--- config.mk ---
export PLATFORM = sky130hd
export DESIGN_NAME = fetch_stage
export DESIGN_NICKNAME = d
export VERILOG_FILES = /design/src/rtl/fetch_stage.sv
export SDC_FILE = /design/constraint.sdc
export NUM_CORES = 1
export LEC_CHECK = 0
export ABC_AREA = 1
export BUFFER_PORTS_ARGS = -buffer_cell sky130_fd_sc_hd__buf_2
export CAP_MARGIN = 40
export CORE_MARGIN = 10
export CORE_UTILIZATION = 56
export DETAILED_ROUTE_END_ITERATION = 12
export PLACE_DENSITY = 0.86
export SLEW_MARGIN = 20
export SYNTH_ARGS = -nofsm -noshare
export SYNTH_HDL_FRONTEND = slang
export SYNTH_SLANG_ARGS = --single-unit
--- constraint.sdc ---
create_clock -name clk_i -period 5.95 [get_ports clk_i]
set_clock_uncertainty 0.05 [all_clocks]
set_input_delay 0 -clock clk_i [delete_from_list [all_inputs] [get_ports clk_i]]
set_output_delay 0 -clock clk_i [all_outputs]
set_load 0.01 [all_outputs]
--- src/rtl/fetch_stage.sv ---
// Instruction-fetch stage: owns the PC and the IF/ID register, fetches over a
// variable-latency req/ack port and applies hazard-unit stall/flush requests.
module fetch_stage #(
  parameter logic [31:0] RESET_PC  = 32'h0000_0000,
  parameter logic [31:0] NOP_INSTR = 32'h0000_0000,
  parameter int unsigned CNT_W     = 16
) (
  input  logic             clk_i,
  input  logic             rst_i,
  input  logic             start_i,
  input  logic             PC_stall_i,
  input  logic             IFID_stall_i,
  input  logic             flush_i,
  input  logic [31:0]      branch_addr_i,
  output logic             imem_req_o,
  output logic [31:0]      imem_addr_o,
  input  logic             imem_ack_i,
  input  logic [31:0]      imem_data_i,
  output logic [31:0]      IFID_pc_o,
  output logic [31:0]      IFID_instr_o,
  output logic             IFID_valid_o,
  output logic             fetch_busy_o,
  output logic [CNT_W-1:0] stall_cnt_o
);

  localparam logic [1:0] S_IDLE  = 2'd0;
  localparam logic [1:0] S_FETCH = 2'd1;
  localparam logic [1:0] S_HOLD  = 2'd2;

  logic [1:0]       state_q, state_d;
  logic [31:0]      pc_q, pc_d;
  logic [31:0]      ifid_pc_q, ifid_pc_d;
  logic [31:0]      ifid_instr_q, ifid_instr_d;
  logic             ifid_valid_q, ifid_valid_d;
  logic [31:0]      skid_q, skid_d;
  logic             redir_q, redir_d;
  logic [31:0]      target_q, target_d;
  logic [CNT_W-1:0] cnt_q, cnt_d;

  logic             fetch_req;
  logic             fetch_ack;
  logic             active;
  logic [31:0]      pc_inc;

  assign fetch_req    = (state_q == S_FETCH);
  assign fetch_ack    = fetch_req & imem_ack_i;
  assign active       = (state_q == S_FETCH) || (state_q == S_HOLD);
  // Only the word index is incremented, so pc[1:0] passes through untouched.
  assign pc_inc       = {pc_q[31:2] + 30'd1, pc_q[1:0]};

  assign imem_req_o   = fetch_req;
  assign imem_addr_o  = pc_q;
  assign fetch_busy_o = fetch_req & ~imem_ack_i;
  assign IFID_pc_o    = ifid_pc_q;
  assign IFID_instr_o = ifid_instr_q;
  assign IFID_valid_o = ifid_valid_q;
  assign stall_cnt_o  = cnt_q;

  // Next-state logic: flush > IF/ID stall > PC stall > normal fetch.
  always_comb begin
    state_d      = state_q;
    pc_d         = pc_q;
    ifid_pc_d    = ifid_pc_q;
    ifid_instr_d = ifid_instr_q;
    ifid_valid_d = ifid_valid_q;
    skid_d       = skid_q;
    redir_d      = redir_q;
    target_d     = target_q;
    case (state_q)
      S_IDLE: begin
        if (start_i) begin
          state_d = S_FETCH;
        end else begin
          state_d = S_IDLE;
        end
      end
      S_FETCH: begin
        if (flush_i) begin
          ifid_pc_d    = 32'h0000_0000;
          ifid_instr_d = NOP_INSTR;
          ifid_valid_d = 1'b0;
          skid_d       = 32'h0000_0000;
          if (fetch_ack) begin
            pc_d    = branch_addr_i;
            redir_d = 1'b0;
          end else begin
            // Keep the outstanding address stable; redirect once it is acked.
            target_d = branch_addr_i;
            redir_d  = 1'b1;
          end
        end else if (redir_q) begin
          if (!IFID_stall_i) begin
            ifid_instr_d = NOP_INSTR;
            ifid_valid_d = 1'b0;
          end else begin
            ifid_valid_d = ifid_valid_q;
          end
          if (fetch_ack) begin
            pc_d    = target_q;
            redir_d = 1'b0;
          end else begin
            pc_d = pc_q;
          end
        end else if (IFID_stall_i) begin
          if (fetch_ack) begin
            skid_d  = imem_data_i;
            state_d = S_HOLD;
          end else begin
            state_d = S_FETCH;
          end
        end else if (PC_stall_i || !fetch_ack) begin
          ifid_instr_d = NOP_INSTR;
          ifid_valid_d = 1'b0;
        end else begin
          ifid_pc_d    = pc_inc;
          ifid_instr_d = imem_data_i;
          ifid_valid_d = 1'b1;
          pc_d         = pc_inc;
        end
      end
      S_HOLD: begin
        if (flush_i) begin
          ifid_pc_d    = 32'h0000_0000;
          ifid_instr_d = NOP_INSTR;
          ifid_valid_d = 1'b0;
          skid_d       = 32'h0000_0000;
          pc_d         = branch_addr_i;
          redir_d      = 1'b0;
          state_d      = S_FETCH;
        end else if (!IFID_stall_i) begin
          ifid_pc_d    = pc_inc;
          ifid_instr_d = skid_q;
          ifid_valid_d = 1'b1;
          pc_d         = pc_inc;
          state_d      = S_FETCH;
        end else begin
          state_d = S_HOLD;
        end
      end
      default: begin
        state_d = S_IDLE;
      end
    endcase

    if (active && (fetch_busy_o || IFID_stall_i) && (cnt_q != {CNT_W{1'b1}})) begin
      cnt_d = cnt_q + {{(CNT_W-1){1'b0}}, 1'b1};
    end else begin
      cnt_d = cnt_q;
    end
  end

  // State and pipeline registers.
  always_ff @(posedge clk_i or posedge rst_i) begin
    if (rst_i) begin
      state_q      <= S_IDLE;
      pc_q         <= RESET_PC;
      ifid_pc_q    <= 32'h0000_0000;
      ifid_instr_q <= NOP_INSTR;
      ifid_valid_q <= 1'b0;
      skid_q       <= 32'h0000_0000;
      redir_q      <= 1'b0;
      target_q     <= 32'h0000_0000;
      cnt_q        <= {CNT_W{1'b0}};
    end else begin
      state_q      <= state_d;
      pc_q         <= pc_d;
      ifid_pc_q    <= ifid_pc_d;
      ifid_instr_q <= ifid_instr_d;
      ifid_valid_q <= ifid_valid_d;
      skid_q       <= skid_d;
      redir_q      <= redir_d;
      target_q     <= target_d;
      cnt_q        <= cnt_d;
    end
  end

endmodule

==> impl_metrics.json <==
{
  "status": "complete, no violations",
  "synth_edf_count": 0,
  "ys_ff_latch": 180,
  "period_share_pct": 49.4,
  "synth_top_cell_by_area": "dfrtp_1",
  "area_growth_pct": 25.4,
  "cts_tree": "yes",
  "dieArea_sq_mm": 0.0222,
  "vias": 9419,
  "maxSlewViolCount": 0,
  "cp_slowest_cell": "a21oi_4",
  "clock_latency_ns": 0.42,
  "cts_max_level": 4,
  "dr.first_iter.drc_count": 772,
  "antenna_found_initial": 3,
  "dp_slack_ns": 2.70,
  "first_pass_iters": 6,
  "setup_tns_ns": 0,
  "fillers": 1300,
  "async_flop_share_pct": 100,
  "worst_setup_path_start_kind": "flop",
  "fmax_ghz": 0.340,
  "p_leak_uw": 0.00592,
  "maxUsedRoutingLayer": "met5",
  "grt_pass1_wl_mm": 47.2,
  "hold_viol_final": 0,
  "start_util_pct": 56.6,
  "syn_inst": 1250,
  "crit_arrival_ns": 3.20,
  "path_class": "reg -> reg",
  "detailed_place_hpwl_mm": 19.8,
  "num_rows": 47,
  "synth_cell_type_count": 35,
  "mappedNetlistArea_sq_mm": 0.00931,
  "ys_warn_count": 0,
  "holdWs_ns": 0.0543,
  "worstMarginPinSlew_ns": 0.859,
  "synth_top_area_share_pct": 48.4,
  "syn_nets": 1327,
  "cp.buffers_inverters": 4,
  "period_minus_slack_ns": 2.94,
  "yosys-top-cells-area": "dfrtp_1, nand2_1, nor2_1, a21oi_1, nand3_1",
  "slew_headroom_pct": 42.7,
  "yosysSeqAreaShare_pct": 48.4,
  "synth_area_per_cell_sq_um": 7.45,
  "cp_common_cell": "inv_2",
  "die_w_microns": 149,
  "overflow": 0,
  "grt_max_degree": 65,
  "wl_met3_mm": 2.81,
  "io_pins": 186,
  "hold_path.class": "in -> reg",
  "first_global_vias": 9136,
  "vias_per_cell": 5.50,
  "clkSinkCount": 180,
  "io_buffers": 185,
  "peakVddDrop_v": 0.000287,
  "drcViolationCount": 0,
  "drive_above_1_share_pct": 16.3,
  "rsz0062_at_grt": "false",
  "end_kind": "flop",
  "path_cells": "inv_1, ha_1, inv_2, a21oi_4, inv_2, nor2_1, inv_2, a22o_1",
  "cts_root_buffer": "clkbuf_16",
  "routed_wl_mm": 29.2,
  "crit_family": "buffers and inverters",
  "worstPathRequired_ns": 6.21,
  "drt-met1-wl_mm": 11.6,
  "placeableCoreArea_sq_mm": 0.0165,
  "instances_no_fill": 1711,
  "clk_pin_slew_worst_paths_ns": 0.07,
  "powerDensity_mw_per_mm2": 539,
  "grt_usage_pct": 26.1,
  "cts_buffer_depth": 2,
  "numCtsBuffers": 17,
  "max_cap_violations": 0,
  "place_inst": 1608,
  "fin_nets": 1552,
  "finalSetupViolCount": 0,
  "critical_path.max_stage_delay_ns": 0.52,
  "synthFlopType": "dfrtp_1",
  "setup_ws_ns": 3.01,
  "die_height_microns": 149,
  "wl_met2_mm": 14.0,
  "ant_nets": 0,
  "wire_per_inst_microns": 17.0,
  "place_congestion": 0.986,
  "cp_max_fo": 34
}
## cell usage in the layout (no fill, tap or decap), drive strengths merged
cell | synthesis | layout
inv | 88 | 92
nor2 | 182 | 182
clkinv | 0 | 3
xor2 | 13 | 13
ha | 6 | 6
bufinv | 0 | 2
nand3 | 85 | 85
o31ai | 3 | 3
nor3 | 4 | 4
a31oi | 5 | 5
o22ai | 3 | 3
nand4 | 6 | 6
nand2 | 382 | 382
a2bb2oi | 1 | 1
a21oi | 134 | 134
dlygate4sd3 | 0 | 66
xnor2 | 6 | 6
o21bai | 1 | 1
o211ai | 1 | 1
a22oi | 6 | 6
buf | 34 | 199
a32oi | 2 | 2
o221ai | 1 | 1
clkbuf | 25 | 21
nor3b | 1 | 1
o21ai | 64 | 64
clkinvlp | 0 | 2
a221oi | 1 | 1
diode | 0 | 3
or2 | 1 | 1
dfrtp | 180 | 180
nand3b | 9 | 9
a22o | 6 | 6
## cells in the mapped netlist, types with 2 or more instances
master	n
a32oi_1	2
a21oi_1	133
nand4_1	6
nor3_4	2
o31ai_1	3
o21ai_0	64
xnor2_1	6
buf_6	3
a22o_1	6
nor2_2	3
clkbuf_1	25
nand3_1	85
nor2_1	179
a31oi_1	5
ha_1	6
buf_4	5
buf_1	2
inv_1	81
inv_2	7
a22oi_1	6
xor2_1	13
nor3_1	2
nand3b_1	9
o22ai_1	3
dfrtp_1	180
nand2_1	382
buf_2	24
## routing by layer
layer / vias to the layer above / GRT usage, %
met1: 4418 / 32.6
li1: 4486 / -
met2: 447 / 41.9
met3: 66 / 8.16
met4: 2 / 8.98
met5: - / 0
## stage by stage
| stage | utilization [%] | area, sq um | total power, uW |
|---|---|---|---|
| after CTS | 70.7 | 11600 | 6260 |
| after floorplan | - | 9310 | 4130 |
| after detailed placement | 63.2 | 10400 | 5090 |
| after global placement | 62.4 | 10300 | 4900 |
| final | 70.9 | 11700 | 6290 |
| after global routing | 70.9 | 11700 | 6780 |
## logic make-up after synthesis
family,count (synthesis),share of synthesized area (%)
fa+ha+maj,6,0.806
buf+inv,147,6.69
simple gates,670,29.1
compound gates,228,13.2
xor+xnor,19,1.79
flops,180,48.4
## report_power, final
part,total [uW],switching (uW),internal (uW)
logic,2920,1880,1040
registers,2250,444,1800
clock network,1130,492,634
total,6290,2820,3480
## tightest hold or removal path: cells and delay by family
family / cells / cell delay [ns]
xor+xnor: 1 / 0.06
buf+inv: 1 / 0.12
simple gates: 3 / 0.31
## what timing repair did
| item | in CTS | in global routing |
|---|---|---|
| gates resized for setup | 0 | 0 |
| hold endpoints to repair | 208 | 0 |
| buffers inserted | 0 | 0 |
| hold buffers | 66 | 0 |
## flip-flops by register name, indices dropped and copies added (netlist names)
signal and cells:
target_q 32, stall_cnt_o 16, state_q 2, IFID_pc_o 32, redir_q 1, imem_addr_o 32, skid_q 32, IFID_instr_o 32
IFID_valid_o 1
## layout make-up
| cell class | count | area (sq um) | area share [%] |
|---|---|---|---|
| flip-flops and latches | 180 | 4500 | 38.6 |
| multi-input cells | 923 | 4190 | 35.9 |
| repair buffers | 265 | 1790 | 15.3 |
| clock buffers | 21 | 450 | 3.86 |
| inverters | 88 | 335 | 2.87 |
| well taps | 220 | 275 | 2.36 |
| clock inverters | 11 | 125 | 1.07 |
| diodes | 3 | 7.51 | 0.0643 |
## path summary, 6_finish.rpt
check / start / endpoint / slack, ns / cells past startpoint
min in group asynchronous: rst_i / IFID_instr_o[20] / 0.11 / 3
setup / recovery: state_q[0] / IFID_pc_o[16] / 3.01 / 8
hold / removal: IFID_stall_i / stall_cnt_o[6] / 0.05 / 5
setup reg to reg: state_q[0] / IFID_pc_o[16] / 3.01 / 8
hold reg to reg: target_q[29] / target_q[29] / 0.42 / 2
max in group asynchronous: rst_i / imem_addr_o[23] / 4.24 / 6
(Power assumes the default switching activity.)
